--- config.mk ---
export PLATFORM = sky130hd
export DESIGN_NAME = exec_issue_ctrl
export DESIGN_NICKNAME = d
export VERILOG_FILES = /design/src/rtl/exec_issue_ctrl.sv
export SDC_FILE = /design/constraint.sdc
export NUM_CORES = 1
export LEC_CHECK = 0
export BUFFER_PORTS_ARGS = -buffer_cell sky130_fd_sc_hd__buf_2
export CORE_UTILIZATION = 35
export CTS_CLUSTER_DIAMETER = 100
export DETAILED_ROUTE_END_ITERATION = 8
export GPL_TIMING_DRIVEN = 0
export SYNTH_ARGS = -nofsm -noshare
export SYNTH_HDL_FRONTEND = slang
export SYNTH_SLANG_ARGS = --single-unit
--- constraint.sdc ---
create_clock -name clock -period 4.8 [get_ports clock]
set_clock_uncertainty 0.15 [all_clocks]
set_input_delay 0.96 -clock clock [delete_from_list [all_inputs] [get_ports clock]]
set_output_delay 0.96 -clock clock [all_outputs]
set_load 0.1 [all_outputs]
--- src/rtl/exec_issue_ctrl.sv ---
// Issue controller for the execute datapath: queues decoded ops, stalls on RAW
// hazards against in-flight ops, and tags ALU results with their destination.
module exec_issue_ctrl #(
  parameter int DEPTH          = 4,
  parameter int LATENCY        = 2,
  parameter int REGISTER_WIDTH = 32
) (
  input  logic                        clock,
  input  logic                        reset,
  input  logic                        flush,
  input  logic                        in_valid,
  output logic                        in_ready,
  input  logic [6:0]                  in_control,
  input  logic [REGISTER_WIDTH-1:0]   in_src1,
  input  logic [REGISTER_WIDTH-1:0]   in_src2,
  input  logic [REGISTER_WIDTH-1:0]   in_imm,
  input  logic [4:0]                  in_rd,
  input  logic [4:0]                  in_rs1,
  input  logic [4:0]                  in_rs2,
  input  logic [1:0]                  in_rs_used,
  output logic                        enable_ex,
  output logic [6:0]                  control_out,
  output logic [REGISTER_WIDTH-1:0]   src1_out,
  output logic [REGISTER_WIDTH-1:0]   src2_out,
  output logic [REGISTER_WIDTH-1:0]   imm_out,
  input  logic [REGISTER_WIDTH-1:0]   aluout_in,
  input  logic                        carry_in,
  output logic                        res_valid,
  output logic [4:0]                  res_rd,
  output logic [REGISTER_WIDTH-1:0]   res_data,
  output logic                        res_carry,
  output logic [$clog2(DEPTH):0]      count,
  output logic                        busy
);

  localparam int PW = $clog2(DEPTH);
  localparam int CW = $clog2(DEPTH) + 1;
  localparam logic [CW-1:0] DEPTH_C = CW'(DEPTH);

  typedef struct packed {
    logic [6:0]                ctl;
    logic [REGISTER_WIDTH-1:0] src1;
    logic [REGISTER_WIDTH-1:0] src2;
    logic [REGISTER_WIDTH-1:0] imm;
    logic [4:0]                rd;
    logic [4:0]                rs1;
    logic [4:0]                rs2;
    logic [1:0]                rs_used;
  } entry_t;

  entry_t                    mem_q [DEPTH];
  entry_t                    mem_d [DEPTH];
  entry_t                    in_entry;
  entry_t                    head;
  logic [PW-1:0]             wr_ptr_q, wr_ptr_d;
  logic [PW-1:0]             rd_ptr_q, rd_ptr_d;
  logic [CW-1:0]             count_q, count_d;
  logic [LATENCY-1:0]        trk_v_q, trk_v_d;
  logic [4:0]                trk_rd_q [LATENCY];
  logic [4:0]                trk_rd_d [LATENCY];
  logic [6:0]                ctl_last_q, ctl_last_d;
  logic [REGISTER_WIDTH-1:0] src1_last_q, src1_last_d;
  logic [REGISTER_WIDTH-1:0] src2_last_q, src2_last_d;
  logic [REGISTER_WIDTH-1:0] imm_last_q, imm_last_d;
  logic                      empty, blocked, push, issue;

  assign head     = mem_q[rd_ptr_q];
  assign empty    = (count_q == '0);
  assign in_ready = (count_q < DEPTH_C);
  assign push     = in_valid && in_ready && !flush;
  assign issue    = !empty && !blocked && !flush;

  // Register 0 is hardwired, so an in-flight write to it never blocks a reader.
  always_comb begin
    blocked = 1'b0;
    for (int i = 0; i < LATENCY; i++) begin
      if (trk_v_q[i] && (trk_rd_q[i] != 5'd0)) begin
        if (head.rs_used[0] && (head.rs1 == trk_rd_q[i])) blocked = 1'b1;
        if (head.rs_used[1] && (head.rs2 == trk_rd_q[i])) blocked = 1'b1;
      end
    end
  end

  always_comb begin
    in_entry.ctl     = in_control;
    in_entry.src1    = in_src1;
    in_entry.src2    = in_src2;
    in_entry.imm     = in_imm;
    in_entry.rd      = in_rd;
    in_entry.rs1     = in_rs1;
    in_entry.rs2     = in_rs2;
    in_entry.rs_used = in_rs_used;
    mem_d = mem_q;
    if (push) mem_d[wr_ptr_q] = in_entry;
  end

  always_comb begin
    wr_ptr_d = wr_ptr_q;
    rd_ptr_d = rd_ptr_q;
    count_d  = count_q;
    if (flush) begin
      wr_ptr_d = '0;
      rd_ptr_d = '0;
      count_d  = '0;
    end else begin
      if (push)  wr_ptr_d = wr_ptr_q + PW'(1);
      if (issue) rd_ptr_d = rd_ptr_q + PW'(1);
      case ({push, issue})
        2'b10:   count_d = count_q + CW'(1);
        2'b01:   count_d = count_q - CW'(1);
        default: count_d = count_q;
      endcase
    end
  end

  always_comb begin
    trk_v_d     = '0;
    trk_rd_d[0] = 5'd0;
    if (!flush) begin
      trk_v_d[0]  = issue;
      trk_rd_d[0] = issue ? head.rd : 5'd0;
    end
    for (int i = 1; i < LATENCY; i++) begin
      trk_v_d[i]  = flush ? 1'b0 : trk_v_q[i-1];
      trk_rd_d[i] = flush ? 5'd0 : trk_rd_q[i-1];
    end
  end

  always_comb begin
    ctl_last_d  = ctl_last_q;
    src1_last_d = src1_last_q;
    src2_last_d = src2_last_q;
    imm_last_d  = imm_last_q;
    if (issue) begin
      ctl_last_d  = head.ctl;
      src1_last_d = head.src1;
      src2_last_d = head.src2;
      imm_last_d  = head.imm;
    end
  end

  always_ff @(posedge clock or negedge reset) begin
    if (!reset) begin
      wr_ptr_q    <= '0;
      rd_ptr_q    <= '0;
      count_q     <= '0;
      trk_v_q     <= '0;
      for (int i = 0; i < LATENCY; i++) trk_rd_q[i] <= 5'd0;
      ctl_last_q  <= '0;
      src1_last_q <= '0;
      src2_last_q <= '0;
      imm_last_q  <= '0;
    end else begin
      wr_ptr_q    <= wr_ptr_d;
      rd_ptr_q    <= rd_ptr_d;
      count_q     <= count_d;
      trk_v_q     <= trk_v_d;
      for (int i = 0; i < LATENCY; i++) trk_rd_q[i] <= trk_rd_d[i];
      ctl_last_q  <= ctl_last_d;
      src1_last_q <= src1_last_d;
      src2_last_q <= src2_last_d;
      imm_last_q  <= imm_last_d;
    end
  end

  // Queue storage carries only data; validity lives in the count/pointers.
  always_ff @(posedge clock) begin
    mem_q <= mem_d;
  end

  assign enable_ex   = issue;
  assign control_out = issue ? head.ctl  : ctl_last_q;
  assign src1_out    = issue ? head.src1 : src1_last_q;
  assign src2_out    = issue ? head.src2 : src2_last_q;
  assign imm_out     = issue ? head.imm  : imm_last_q;
  assign res_valid   = trk_v_q[LATENCY-1];
  assign res_rd      = trk_rd_q[LATENCY-1];
  assign res_data    = aluout_in;
  assign res_carry   = carry_in;
  assign count       = count_q;
  assign busy        = !empty || (|trk_v_q);

endmodule

==> reports/results.ini, run 1 <==
[yosys]
syn_area_um2=22900
ys_top_cells_by_area=edfxtp_1 (63%), dfrtp_1 (13%), mux4_2 (12%)
seq_area_frac_synth=0.764
synth_top_area_frac=0.630
synth_seq_cells=602
synth.avg_cell_area_um2=23.0
synth_fp_nets=1157
yosys.area.top_type=edfxtp_1
synth-edff-count=480
yosysMostFrequentCell=edfxtp_1
ys_types=36
async_reset_ff_frac=0.203
yosysWarnings=0
synth_cells=995
synth_flop_cell=edfxtp_1
ys_top_cells_by_count=edfxtp_1 (480), dfrtp_1 (122), mux4_2 (120)

[critical_path]
cp-end-kind=output port
worstSetupStartpoint=rd_ptr_q[0]
reg2reg_slack_ns=0.87
r2r-start=rd_ptr_q[0]
worst-path-max-fanout=5
worstPathArrival_ns=3.74
cp_common_cell=buf_6
worstPathCellList=buf_6 > buf_6 > mux4_2 > xnor2_1 > nand4_1 > nor4b_4 > nor4_4 > nor2b_4 > buf_12 > buf_16 > clkbuf_16 > mux2_4 > buf_8
r2r_cells=17
slowest_stage=mux4_2
reg2reg_to=count[1]
critPathCapture=src2_out[12]
cp-start-kind=register
required_ns=3.69
crit_family=buffers and inverters
critPathKind=register to output port
cp_num_buf_inv=6
crit_cells=13
max_stage_delay_ns=0.55

[clocking]
clock-sinks=602
root_buffer=clkbuf_16
h-tree-depth=3
path_clk_slew_ns=0.06
cts_buffers=67
cts_buffer_depth=3
cts_tree=built
cts-hold-fix-buffers=0
worst_skew_pair.late_latency_ns=0.59

[layout]
multi_input_area_um2=4940
fin_nets=1518
register_area_um2=17500
drive_above_1_share=0.488
n_fill_cell=5469
area_growth_pct=28.8

[placement]
place_congestion=0.730
portBuffers=271
dp_slack_ns=-0.248
dp_hpwl_mm=30.0

[timing]
worst_slack_ns=-0.0487
tightest_slew_ns=0.954
finalMaxSlewViolations=0
rsz0062_at_grt=true
hold_viol=0
fin_crit_ns=4.85
finalSetupViolCount=76
fmax_ghz=0.206
period_share=1.01
maxSlewHeadroom=0.364

[global_routing]
grt.overflow.total=0
grt_pass1_vias=11700
grt_pass1_wl_mm=73.9
antenna_found_initial=4
grt_usage=0.150
grt_max_degree=68

[routing]
antenna_left=0
vias=10800
viasPerCell=4.76
drcViolationCount=0
dr.pass1.iters=4
wl_per_cell_um=22.1
detail_route.wirelength_mm=50.0
first_iter_violations=462

[floorplan]
coreArea_um2=64500
num_rows=93
dieArea_um2=66400
start_util=0.355
dieHeight_um=258
fp.dieW_um=258
io_pins=305

[status]
violations=negative setup slack
status=complete, but fails checks

[flow_run]
cap_viol_max_count=0

[min_path]
min_path_type=input port to async pin

## through the flow
step	cells	setup TNS [ns]	util	hold WS, ns	instance area [µm²]
CTS	2258	-3.32	0.450	0.187	29000
detailed placement	2130	-4.76	0.397	0.327	25600
global placement	2121	-63.03	0.393	0.326	25300
global route	2265	-16.15	0.457	0.209	29500
floorplan	995	0	-	0.326	22900
finish	2265	-2.16	0.457	0.182	29500
## state kept, by name (all words and copies together) (netlist names)
signal and cells:
res_rd 5, count 3, trk_rd_q 5, imm_last_q 32
ctl_last_q 7, mem_q 480, src2_last_q 32, wr_ptr_q 2
src1_last_q 32, trk_v_q 2, rd_ptr_q 2
## cell type report
cell class                      count  share of cell area
Multi-Input combinational cell    309               0.168
Buffer                             79              0.0224
Clock inverter                     34              0.0142
Tap cell                          855              0.0363
Sequential cell                   602               0.593
Clock buffer                       88              0.0613
Antenna cell                        1           0.0000849
Timing Repair Buffer              293               0.105
Inverter                            4            0.000510
## placed cells by master (no fill, tap or decap), types with 4 or more instances in the layout
cell type  instances
edfxtp_1         480
buf_2            166
dfrtp_1          122
mux4_2           120
mux2_4            94
clkbuf_16         73
buf_8             56
buf_12            53
buf_4             41
clkbuf_1          35
xnor2_1           17
buf_16            12
buf_6             11
clkbuf_2           9
mux2_2             9
clkinv_2           9
nor2_1             8
nor2b_1            8
bufinv_16          8
clkinv_1           7
and2_1             6
inv_1              4
and2_4             4
nand4_1            4
ha_1               4
inv_6              4
## timing repair
item | in CTS | in global routing
resized for setup | 319 | 82
gates cloned | 2 | 5
buffers inserted | 4 | 3
pin swaps | 1 | 7
setup endpoints to repair | 104 | 104
## how the worst min path moves through the flow
| stage | slack [ns] | start | end |
|---|---|---|---|
| 2_1_floorplan | 0.33 | trk_v_q[0] | trk_v_q[1] |
| 3_3_place_gp | 0.33 | src1_last_q[28] | src1_last_q[28] |
| 6_report | 0.18 | reset | imm_last_q[17] |
| 3_5_place_dp | 0.33 | imm_last_q[16] | imm_last_q[16] |
| 5_1_grt | 0.21 | reset | imm_last_q[17] |
| 4_1_cts | 0.19 | reset | imm_last_q[17] |
## metal layers
| layer | wire length [µm] | track usage |
|---|---|---|
| met3 | 2250 | 0.0323 |
| met1 | 21200 | 0.191 |
| met4 | 1180 | 0.0582 |
| met2 | 25400 | 0.251 |
| met5 | 39 | 0 |
## kinds of logic (layout without fill, tap and decap cells)
kind of cell               after synthesis  after routing  synth area share
other                                    0              1                 0
buffers and inverters                   84            498            0.0244
adders and majority gates                5              5           0.00306
and+or+nand+nor                         48             48            0.0127
DFF                                    602            602             0.764
muxes                                  224            224             0.185
AOI/OAI and AO/OA                        9              9           0.00230
xor gates and xnor gates                23             23           0.00941
Power of run 1 is not shown: default switching activity piles up to over one toggle a cycle in this logic, so the estimate is an artifact.
==> inputs of run 2 (changes only) <==
--- a/config.mk
+++ b/config.mk
@@ -5,11 +5,11 @@
 export SDC_FILE = /design/constraint.sdc
 export NUM_CORES = 1
 export LEC_CHECK = 0
+export ABC_AREA = 1
 export BUFFER_PORTS_ARGS = -buffer_cell sky130_fd_sc_hd__buf_2
 export CORE_UTILIZATION = 35
 export CTS_CLUSTER_DIAMETER = 100
 export DETAILED_ROUTE_END_ITERATION = 8
-export GPL_TIMING_DRIVEN = 0
 export SYNTH_ARGS = -nofsm -noshare
 export SYNTH_HDL_FRONTEND = slang
 export SYNTH_SLANG_ARGS = --single-unit
==> run 2 against run 1 <==
Effect of this change: the run now ends clean; routed wire length up 12%; area after synthesis rose by 0.97%; sequential share of layout area is 1.5 points higher; setup slack gained 0.37 ns.
==> reports/results.ini, run 2 <==
[status]
status=complete, no violations

[timing]
fin_crit_ns=4.48
worst_slack_ns=0.323
hold_ws_ns=0.323
rsz0062_at_grt=false
tightest_slew_ns=1.03
period_share=0.933
finalSetupViolCount=0
fmax_ghz=0.223
hold_viol=0
finalMaxSlewViolations=0
maxSlewHeadroom=0.314

[critical_path]
r2r_cells=16
worst-path-max-fanout=27
reg2reg_slack_ns=1.92
required_ns=3.69
cp-start-kind=register
worstPathArrival_ns=3.37
cp-end-kind=output port
critPathKind=register to output port
reg2reg_to=src1_last_q[21]
r2r-start=rd_ptr_q[0]

[yosys]
ys_top_cells_by_count=edfxtp_1 (480), nand2_1 (428), nor2_1 (237)
seq_area_frac_synth=0.756
yosysWarnings=0
synth_top_area_frac=0.624
synth_fp_nets=2002
synth_compound_area_frac=0.0802
synth_cells=1840
ys_top_cells_by_area=edfxtp_1 (62%), dfrtp_1 (13%), nand2_1 (7.0%)
synth_fa_ha_area_frac=0.00303
syn_area_um2=23100
synth_mux_area_frac=0
yosysMostFrequentCell=edfxtp_1
ys_types=28
synth_top_family_by_area=simple AND/OR/NAND/NOR gates
synth_xor_area_frac=0.000379
synth-edff-count=480
synth_seq_cells=602
yosys.area.top_type=edfxtp_1
synthSimpleGateAreaFrac=0.121
synth.avg_cell_area_um2=12.6
async_reset_ff_frac=0.203
synth_flop_cell=edfxtp_1

[layout]
area_growth_pct=24.4
final_cell_mix=edfxtp_1 (480), nand2_1 (428), nor2_1 (233)
multi_input_area_um2=4760
final_common_cell=edfxtp_1
drive_above_1_share=0.181
register_area_um2=17500
top_register=mem_q
largest_reg_flops=480
fin_nets=2197
n_fill_cell=5729

[floorplan]
start_util=0.356
fp.dieW_um=259
dieHeight_um=259
dieArea_um2=67000
coreArea_um2=64800
io_pins=305
num_rows=93

[routing]
drcViolationCount=0
first_iter_violations=1033
antenna_left=0
vias=14600
wl_per_cell_um=19.0
dr.pass1.iters=5
viasPerCell=4.94
detail_route.wirelength_mm=56.1

[power_and_ir_drop]
p_per_area_nw_per_um2=651
vdd_ir_drop_max_mv=0.548
netSwitchingFraction=0.392
p_int_mw=11.4
clkPwrFrac=0.265
combPwrFrac=0.396
seq_power_share=0.339
p_sw_mw=7.33
leakagePower_nw=11.0

[clocking]
h-tree-depth=3
post_cts_buffers=0
path_clk_slew_ns=0.06
cts-hold-fix-buffers=0
cts_buffers=67
root_buffer=clkbuf_16
clock-sinks=602
cts_buffer_depth=3
worst_skew_pair.late_latency_ns=0.59
cts_tree=built

[placement]
dp_hpwl_mm=31.6
dp_slack_ns=0.754
place_congestion=0.844
portBuffers=238

[global_routing]
grt.overflow.total=0
grt_usage=0.168
grt_pass1_vias=14900
grt_max_degree=121
antenna_found_initial=13
grt_pass1_wl_mm=86.3

[flow_run]
cap_viol_max_count=0

[min_path]
min_path_type=input port to async pin

-- run 2: cell count changes after synthesis, moves of 93 or more --
cell,change
nor2_1,+229
o22ai_1,+103
mux4_2,-120
mux2_4,-93
o21ai_0,+210
nand2_1,+426
-- run 2: cell families after synthesis --
logic type	count (synthesis)
AO/OA/AOI/OAI	340
flip-flops	602
XOR/XNOR	1
adder cells (fa/ha/maj)	5
buffers and inverters	173
AND/OR/NAND/NOR	719
-- run 2: metrics by stage --
stage | instance area, µm² | TNS [ns] | total power, mW | cells | util
after floorplan | 23100 | -277.58 | 11.3 | 1840 | -
after global placement | 26600 | 0 | 13.8 | 2821 | 0.410
after detailed placement | 26600 | 0 | 13.9 | 2821 | 0.410
after CTS | 28700 | 0 | 18.9 | 2944 | 0.443
after global routing | 28700 | 0 | 19.4 | 2950 | 0.443
final | 28700 | 0 | 18.7 | 2950 | 0.443
-- run 2: repair_timing --
item | 4_1_cts | 5_1_grt
resized for setup | 0 | 5
hold endpoints to repair | 0 | 0
setup endpoints to repair | 0 | 35
-- run 2: area by class of cell --
class	count	share of cell area
clock buffer	99	0.0667
multi-input combinational	1065	0.166
antenna	6	0.000522
tap	855	0.0372
sequential	602	0.608
timing repair buffer	267	0.109
clock inverter	24	0.00814
inverter	32	0.00488
-- run 2: worst max-delay path by stage --
| stage | start | endpoint | cells after the start |
|---|---|---|---|
| 3_3_place_gp | rd_ptr_q[0] | imm_out[25] | 8 |
| 5_1_grt | rd_ptr_q[0] | imm_out[21] | 17 |
| 6_report | rd_ptr_q[0] | src1_out[21] | 17 |
| 4_1_cts | rd_ptr_q[0] | imm_out[25] | 8 |
| 2_1_floorplan | flush | mem_q[0] | 4 |
| 3_5_place_dp | rd_ptr_q[0] | imm_out[25] | 8 |
-- run 2: power by group through the flow --
stage	registers (mW)	clock network [mW]	logic [mW]
finish	6.34	4.97	7.40
global route	6.39	5.28	7.72
CTS	6.34	5.10	7.46
detailed placement	6.44	0	7.44
global placement	6.43	0	7.38
floorplan	6.43	0	4.84
-- run 2: metal layers --
layer | vias up | global-route usage | share of wire
li1 | 6848 | - | -
met3 | 129 | 0.0382 | 0.058
met2 | 378 | 0.286 | 0.50
met4 | 12 | 0.0648 | 0.029
met5 | - | 0 | 0.0014
met1 | 7198 | 0.207 | 0.41
-- run 2: critical path, cell delays in order, from the launching register on --
cell,delay (ns)
dfrtp_4,0.58
buf_4,0.28
nor2_1,0.08
nor2_1,0.08
o21ai_0,0.08
nand2_1,0.11
nand2_1,0.06
nor2_1,0.11
nand3_1,0.09
nand2_1,0.11
nand2_2,0.09
nand4_4,0.17
clkinv_8,0.14
buf_12,0.20
buf_4,0.16
nand2_1,0.09
nand2_1,0.12
buf_12,0.19
No activity file was read; power rests on OpenSTA's default activity.
